`src/rtl/delay_pkg.sv`:
```
// Shared types and constants for the delay-chain edge capture block.
package delay_pkg;

    localparam int DELAY_W    = 32;
    localparam int FIFO_DEPTH = 8;

    typedef enum logic [1:0] {
        IDLE = 2'd0,
        ARM  = 2'd1,
        RUN  = 2'd2
    } cap_state_t;

endpackage

```
`src/rtl/delay_fifo.sv`:
```
// Synchronous FIFO with registered storage, occupancy count and same-cycle push+pop.
module delay_fifo
    import delay_pkg::*;
#(
    parameter int WIDTH = DELAY_W,
    parameter int DEPTH = FIFO_DEPTH,
    localparam int AW = $clog2(DEPTH),
    localparam int LW = AW + 1
) (
    input  logic             clk,
    input  logic             rst,
    input  logic             push_i,
    input  logic [WIDTH-1:0] push_data_i,
    input  logic             pop_i,
    output logic [WIDTH-1:0] rd_data_o,
    output logic             valid_o,
    output logic             full_o,
    output logic             empty_o,
    output logic [LW-1:0]    level_o
);

    logic [WIDTH-1:0] mem_q [DEPTH];
    logic [AW-1:0]    wr_ptr_q, wr_ptr_d;
    logic [AW-1:0]    rd_ptr_q, rd_ptr_d;
    logic [LW-1:0]    cnt_q, cnt_d;
    logic             do_push;
    logic             do_pop;

    assign empty_o = (cnt_q == '0);
    assign full_o  = (cnt_q == LW'(DEPTH));
    assign valid_o = ~empty_o;
    assign level_o = cnt_q;

    // A pop frees the head slot this cycle, so a push into a full FIFO is still taken.
    assign do_pop  = pop_i & ~empty_o;
    assign do_push = push_i & (~full_o | do_pop);

    // Head is forced to zero when empty so the output never shows stale storage.
    assign rd_data_o = empty_o ? '0 : mem_q[rd_ptr_q];

    always_comb begin
        wr_ptr_d = wr_ptr_q;
        rd_ptr_d = rd_ptr_q;
        cnt_d    = cnt_q;
        if (do_push) begin
            wr_ptr_d = wr_ptr_q + AW'(1);
        end
        if (do_pop) begin
            rd_ptr_d = rd_ptr_q + AW'(1);
        end
        case ({do_push, do_pop})
            2'b10:   cnt_d = cnt_q + LW'(1);
            2'b01:   cnt_d = cnt_q - LW'(1);
            default: cnt_d = cnt_q;
        endcase
    end

    always_ff @(posedge clk) begin
        if (rst) begin
            wr_ptr_q <= '0;
            rd_ptr_q <= '0;
            cnt_q    <= '0;
        end else begin
            wr_ptr_q <= wr_ptr_d;
            rd_ptr_q <= rd_ptr_d;
            cnt_q    <= cnt_d;
        end
    end

    always_ff @(posedge clk) begin
        if (do_push) begin
            mem_q[wr_ptr_q] <= push_data_i;
        end
    end

endmodule

```
`src/rtl/delay_edge_capture.sv`:
```
// Synchronises the delay-chain tap, timestamps its rising edges with the free-running
// counter and queues the cycle count between consecutive edges for a valid/ready reader.
module delay_edge_capture
    import delay_pkg::*;
#(
    parameter int WIDTH = DELAY_W,
    parameter int DEPTH = FIFO_DEPTH
) (
    input  logic                   clk,
    input  logic                   rst,
    input  logic                   en,
    input  logic                   path_in,
    input  logic [WIDTH-1:0]       count_in,
    output logic [WIDTH-1:0]       out_data,
    output logic                   out_valid,
    input  logic                   out_ready,
    output logic [$clog2(DEPTH):0] level,
    output logic                   overflow,
    output logic [1:0]             state_dbg
);

    logic             s1_q, s2_q, prev_q;
    logic             edge_det;
    cap_state_t       state_q, state_d;
    logic [WIDTH-1:0] last_q, last_d;
    logic             overflow_q, overflow_d;
    logic [WIDTH-1:0] delta;
    logic             push_req;
    logic             pop;
    logic             fifo_full;
    logic             fifo_empty;

    assign edge_det  = s2_q & ~prev_q;
    // Modular subtraction: a counter wrap between edges still gives the true interval.
    assign delta     = count_in - last_q;
    assign pop       = out_valid & out_ready;
    assign overflow  = overflow_q;
    assign state_dbg = state_q;

    always_ff @(posedge clk) begin
        if (rst) begin
            s1_q   <= 1'b0;
            s2_q   <= 1'b0;
            prev_q <= 1'b0;
        end else begin
            s1_q   <= path_in;
            s2_q   <= s1_q;
            prev_q <= s2_q;
        end
    end

    always_comb begin
        state_d    = state_q;
        last_d     = last_q;
        overflow_d = overflow_q;
        push_req   = 1'b0;
        case (state_q)
            IDLE: begin
                last_d = '0;
                if (en) begin
                    state_d    = ARM;
                    overflow_d = 1'b0;
                end
            end
            ARM: begin
                if (!en) begin
                    state_d = IDLE;
                end else if (edge_det) begin
                    last_d  = count_in;
                    state_d = RUN;
                end
            end
            RUN: begin
                if (!en) begin
                    state_d = IDLE;
                end else if (edge_det) begin
                    push_req = 1'b1;
                    last_d   = count_in;
                    // A dropped interval still advances the timestamp reference.
                    if (fifo_full && !pop) begin
                        overflow_d = 1'b1;
                    end
                end
            end
            default: state_d = IDLE;
        endcase
    end

    always_ff @(posedge clk) begin
        if (rst) begin
            state_q    <= IDLE;
            last_q     <= '0;
            overflow_q <= 1'b0;
        end else begin
            state_q    <= state_d;
            last_q     <= last_d;
            overflow_q <= overflow_d;
        end
    end

    delay_fifo #(
        .WIDTH (WIDTH),
        .DEPTH (DEPTH)
    ) u_fifo (
        .clk         (clk),
        .rst         (rst),
        .push_i      (push_req),
        .push_data_i (delta),
        .pop_i       (pop),
        .rd_data_o   (out_data),
        .valid_o     (out_valid),
        .full_o      (fifo_full),
        .empty_o     (fifo_empty),
        .level_o     (level)
    );

    // out_valid already carries the non-empty flag; fifo_empty is kept for checker binding.
    logic unused_empty;
    assign unused_empty = fifo_empty;

endmodule

```
`config.mk`:
```
export PLATFORM = sky130hd
export DESIGN_NAME = delay_edge_capture
export DESIGN_NICKNAME = d
export VERILOG_FILES = /design/src/rtl/delay_pkg.sv /design/src/rtl/delay_fifo.sv /design/src/rtl/delay_edge_capture.sv
export SDC_FILE = /design/constraint.sdc
export NUM_CORES = 1
export LEC_CHECK = 0
export CORE_UTILIZATION = 30
export CTS_CLUSTER_DIAMETER = 40
export DETAILED_ROUTE_END_ITERATION = 6
export MAX_ROUTING_LAYER = met4
export PLACE_DENSITY = 0.58
export SLEW_MARGIN = 20
export SYNTH_ARGS = -nofsm -noshare
export SYNTH_HDL_FRONTEND = slang
export SYNTH_HIERARCHICAL = 1
export SYNTH_SLANG_ARGS = --single-unit
```
`constraint.sdc`:
```
create_clock -name clk -period 4.6 [get_ports clk]
set_input_delay 0.69 -clock clk [delete_from_list [all_inputs] [get_ports clk]]
set_output_delay 0.69 -clock clk [all_outputs]
set_load 0.05 [all_outputs]
```
======== After elaboration in Yosys (flattened, before gate mapping) ========
Memory sizes are Yosys's and may differ from the RTL's. A register that Yosys moved wholly into a read port is not among the register bits.
Cells that the tools add are included.
cells by class
  div/mod/pow operators ................... 0
  shifts and indexed selects .............. 0
  bitwise logic cells ..................... 8
  multipliers ............................. 0
  add/subtract/negate cells ............... 5
  reduce and logical (&&, ||, !) cells .... 11
  $lt $le $gt $ge ......................... 0
  muxes and demuxes ....................... 22
  equality and inequality tests ........... 13
operator list
  kind                 count
  $mux 32              3
  $pmux 32 s2          1
  $sub 32x32->32       1
  $ne 2x2->1 const B   5
  $mux 1               9
  $mux 2               4
  $pmux 4 s2           1
  $add 3x1->3 const B  2
  $mux 3               2
  $pmux 2 s3           1
  $reduce_and 3->1     2
  $reduce_bool 2->1    3
  $reduce_and 5->1     1
  $add 4x1->4 const B  1
  $and 1x1->1          4
  $eq 2x1->1 const B   2
  $eq 2x2->1 const B   2
  $eq 4x4->1 const B   1
  $logic_not 4->1      1
  $ne 2x1->1 const B   2
  $sub 4x1->4 const B  1
  $ne 3x3->1 const B   1
  $not 1->1            3
  $logic_not 2->1      1
  other kinds (5)      5
storage, ports and cells
  memories ................................ 1
  output and inout bits ................... 40
  bits of input ports ..................... 37
  bits in registers ....................... 48
  bits in latches ......................... 0
  word-level logic and storage cells ...... 69
  memory bits (read-only) ................. 0
  RAM bits ................................ 256
memory list
  name          depth  bits a word  rd ports  clocked after Yosys merged registers in  wr ports  line              text
  u_fifo.mem_q  8      32           1         1                                        1         delay_fifo.sv:22  logic [WIDTH-1:0] mem_q [DEPTH];

======== Depth between registers and ports, before layout ========
  depth after elaboration ................. 9
  gate-level depth with buffers ........... 14

======== By module ========
Netlist, hierarchy kept.
modules (own cells, without submodules)
  module              area an instance (sq um)  cells an instance  times used  sequential area each (sq um)
  delay_fifo          10,466.3                  491                1           7,947.6
  delay_edge_capture  3,270.6                   446                1           760.7

======== Worst setup path before layout ========
Ideal clock, no wire load.
  path kind ............................... register -> register
  start ................................... register u_fifo.cnt_q[1] (netlist: u_fifo/level_o[1])
  end ..................................... memory u_fifo/mem_q[0][0] in the netlist's numbering, enable pin
  clock period less this slack ............ 5.301 ns
  setup time .............................. 0.501 ns
  buffers on the path ..................... 2
  slack ................................... -0.701 ns
  arrival ................................. 4.800 ns
  cell stages (with the launch flop) ...... 9
  cells stage by stage .................... dfxtp_1 -> or4_1 -> buf_6 -> nand2_1 -> inv_1 -> buf_2 -> nand2b_1 -> o21ai_4 -> nor4_1
between the ends
  longest elaborated chain between the ends .. 8
RTL lines
  item                          line                      text
  start, declared               delay_fifo.sv:25          logic [LW-1:0] cnt_q, cnt_d;
  start signal, assigned        delay_fifo.sv:66          cnt_q <= cnt_d;
  $logic_not 4->1               delay_fifo.sv:29          assign empty_o = (cnt_q == '0);
  $not 1->1                     delay_fifo.sv:31          assign valid_o = ~empty_o;
  via out_valid                 delay_edge_capture.sv:15  output logic out_valid,
  $and 1x1->1                   delay_edge_capture.sv:36  assign pop = out_valid & out_ready;
  via pop                       delay_edge_capture.sv:29  logic pop;
  $and 1x1->1                   delay_fifo.sv:35          assign do_pop = pop_i & ~empty_o;
  $or 1x1->1                    delay_fifo.sv:36          assign do_push = push_i & (~full_o | do_pop);
  $and 1x1->1                   delay_fifo.sv:36
  $mux 1                        delay_fifo.sv:71          if (do_push) begin
  $mux 1 (implied by the code)  delay_fifo.sv:72          mem_q[wr_ptr_q] <= push_data_i;
  end, declared                 delay_fifo.sv:22
The timed path passes the listed nets, and every way through them passes these cells.

======== Final worst setup path ========
  start ................................... register u_fifo.cnt_q[1] (netlist: u_fifo/level_o[1])
  end ..................................... output port out_data[31]
between the ends
  longest elaborated chain between the ends .. 2
RTL lines
  item             line                      text
  $logic_not 4->1  delay_fifo.sv:29
  via fifo_empty   delay_edge_capture.sv:31  logic fifo_empty;
  $mux 32          delay_fifo.sv:39          assign rd_data_o = empty_o ? '0 : mem_q[rd_ptr_q];
  end, declared    delay_edge_capture.sv:14  output logic [WIDTH-1:0] out_data,
The timed path passes the listed nets, and every way through them passes these cells.

==> results.py <==
metrics = {
    "clocking": {
        "clk-insertion-delay-late_ns": 0.56,
        "cts.repair.resized": 0,
        "post-cts-setup-buffers": 0,
        "clk_pin_slew_ns": 0.05,
        "clockBufferDepth": 3,
        "cts_root_buffer": "clkbuf_16",
        "clkSinkCount": 307,
        "numCtsBuffers": 44,
        "htree_levels": 2,
        "cts_tree": "built",
        "postCtsHoldBufs": 0,
    },
    "timing": {
        "setup_violations": 0,
        "rsz0062_at_grt": "no",
        "finalCritPeriodShare_pct": 85.2,
        "finClkSkew_ns": 0.0164,
        "drv_slew": 0,
        "worst_pin_slew_ns": 1.03,
        "hold_viol_final": 0,
        "fin_setup_tns_ns": 0,
        "relSlewSlack_pct": 31.2,
        "period_minus_slack_ns": 3.92,
        "fmax_mhz": 255,
    },
    "outcome": {
        "status": "finished clean",
    },
    "floorplan": {
        "die_x_um": 216,
        "dieArea_um2": 46600,
        "num_io_pins": 77,
        "coreArea_um2": 45300,
        "die_height_um": 216,
        "rows": 78,
        "start_util_pct": 30.3,
    },
    "detailed_routing": {
        "wl_per_cell_um": 19.3,
        "vias_per_cell": 4.85,
        "vias": 8082,
        "drt_first_pass_iters": 4,
        "antenna_left": 0,
        "wirelength_um": 32200,
        "route.detailed.drc": 0,
        "drtIter0Drc": 415,
    },
    "critical_path": {
        "worstSetupStartpoint": "u_fifo/level_o[1]$_SDFFE_PP0P_",
        "worst_path_max_delay_cell": "clkdlybuf4s50_1",
        "required_ns": 3.91,
        "max_stage_delay_ns": 0.88,
        "cp-end-kind": "output port",
        "cp_max_fo": 32,
        "worstPathArrival_ns": 3.23,
        "crit_chain": "or4_1, clkinv_2, nor2_1, clkdlybuf4s50_1",
        "crit_path_start_kind": "flip-flop",
        "worstSetupPathType": "reg2out",
        "r2r-start": "last_q[1]$_SDFFE_PP0P_",
    },
    "grt": {
        "grt_pass1_wl_um": 49500,
        "grt_remaining_overflow": 0,
        "grt_max_degree": 50,
        "grt_usage_pct": 14.5,
        "grt_pass1_vias": 8251,
        "antenna_found_initial": 0,
    },
    "final_layout": {
        "nets": 1107,
        "fin_util_pct": 37.2,
        "drive_above_1_share_pct": 17.5,
        "nFillCells": 4305,
        "num_antenna_cells": 0,
        "layout_commonest_cell": "edfxtp_1",
        "final_cells": 1665,
        "final_cell_mix": "256 x edfxtp_1, 75 x clkdlybuf4s50_1, 66 x a21oi_1",
        "syn_to_final_growth_pct": 22.7,
    },
    "synth": {
        "syn_avg_cell_area_um2": 14.7,
        "synth_seq_area_share_pct": 63.4,
        "ys.flop_type": "edfxtp_1",
        "ys_types": 61,
        "syn-num-nets": 1015,
        "synth-seq-cells": 307,
        "synth_edf_count": 256,
        "async_reset_ff_share_pct": 0,
        "synthCells": 937,
        "synth.cell_area_um2": 13700,
        "yosys_warnings": 6,
    },
    "power": {
        "leakage_uw": 0.00539,
        "power_density_nw_per_um2": 436,
        "max-vdd-ir-drop_mv": 0.263,
    },
    "placed_design": {
        "gp_congestion": 0.869,
        "dp_hpwl_um": 19500,
        "placedCellCount": 1583,
        "portBuffers": 76,
    },
    "run": {
        "max_cap_violations": 0,
    },
    "hold_path": {
        "hp-class": "reg2reg",
        "hold_path_startpoint": "s1_q$_SDFF_PP0_",
    },
}
[cells in the mapped netlist (all sizes together), types with 22 or more instances]
library cell,n,share of area [%]
nand2,59,1.7
mux2i,34,2.5
mux4,64,10
dfxtp,51,7.4
a21oi,67,2.4
edfxtp,256,56
buf,26,1.3
nand3,40,1.5
inv,50,1.4
clkbuf,22,0.60
nor2,56,1.5
ha,39,3.6
xnor2,22,1.4
o21ai,22,0.88
[state kept, by name, summed over array words and instances (netlist names), named ones only]
register and cells:
last_q 32, prev_q 1, s2_q 1, state_dbg 2, u_fifo/rd_ptr_q 3, s1_q 1
overflow 1, u_fifo/level_o 4, u_fifo/mem_q 256, u_fifo/wr_ptr_q 3
[logic make-up (layout without fill, tap and decap cells)]
kind of cell	after synthesis	after routing	synth area share [%]
AND/OR/NAND/NOR	206	206	7.02
flip-flops	307	307	63.4
XOR/XNOR	37	37	2.36
adder cells (fa/ha/maj)	41	41	3.84
buffers and inverters	99	227	3.27
multiplexers	98	98	13.0
AO/OA/AOI/OAI	149	149	7.14
[report_power, final]
| group | switching [uW] | total [uW] | leakage, uW | internal [uW] |
|---|---|---|---|---|
| logic | 366 | 532 | 0.00187 | 166 |
| clock network | 1290 | 3670 | 0.000796 | 2380 |
| registers | 8.69 | 3150 | 0.00272 | 3140 |
| total | 1670 | 7350 | 0.00539 | 5690 |
[final cells by class]
type	count	area, um2	share of cell area (%)
sequential	307	8710	51.7
multi-input combinational	531	4650	27.6
inverter	51	193	1.14
timing repair buffer	94	916	5.43
clock buffer	50	1170	6.92
tap	600	751	4.45
clock inverter	32	470	2.79
[routing by layer]
metal | wire length (um) | global-route usage (%) | up-vias
met3 | 1400 | 3.04 | 40
li1 | - | - | 3763
met1 | 15000 | 19.0 | 4100
met4 | 557 | 3.85 | 0
met5 | 0 | - | -
met2 | 15300 | 22.8 | 179
[critical path: cells and delay by family (launching register included)]
kind                   cells  cell delay [ns]
DFF                        1             0.48
buffers and inverters      2             1.45
and+or+nand+nor            2             0.74
[worst paths after layout]
path	end	slack, ns	cells past startpoint
setup / recovery	out_data[31]	0.68	4
hold / removal	s2_q$_SDFF_PP0_	0.44	1
setup reg to reg	u_fifo/mem_q[0][29]$_DFFE_PP_	1.46	10
hold reg to reg	s2_q$_SDFF_PP0_	0.44	1
[per-stage QoR]
stage | total power, uW | instance area (um2) | hold WS, ns | setup slack, ns
after detailed placement | 3740 | 15200 | 0.436 | 0.620
after floorplan | 3550 | 13700 | 0.414 | 0.125
after global placement | 3730 | 15200 | 0.417 | 0.708
final | 7350 | 16900 | 0.440 | 0.681
after CTS | 7430 | 16900 | 0.447 | 0.539
after global routing | 7600 | 16900 | 0.461 | 0.448
No activity file was read; power rests on OpenSTA's default activity.
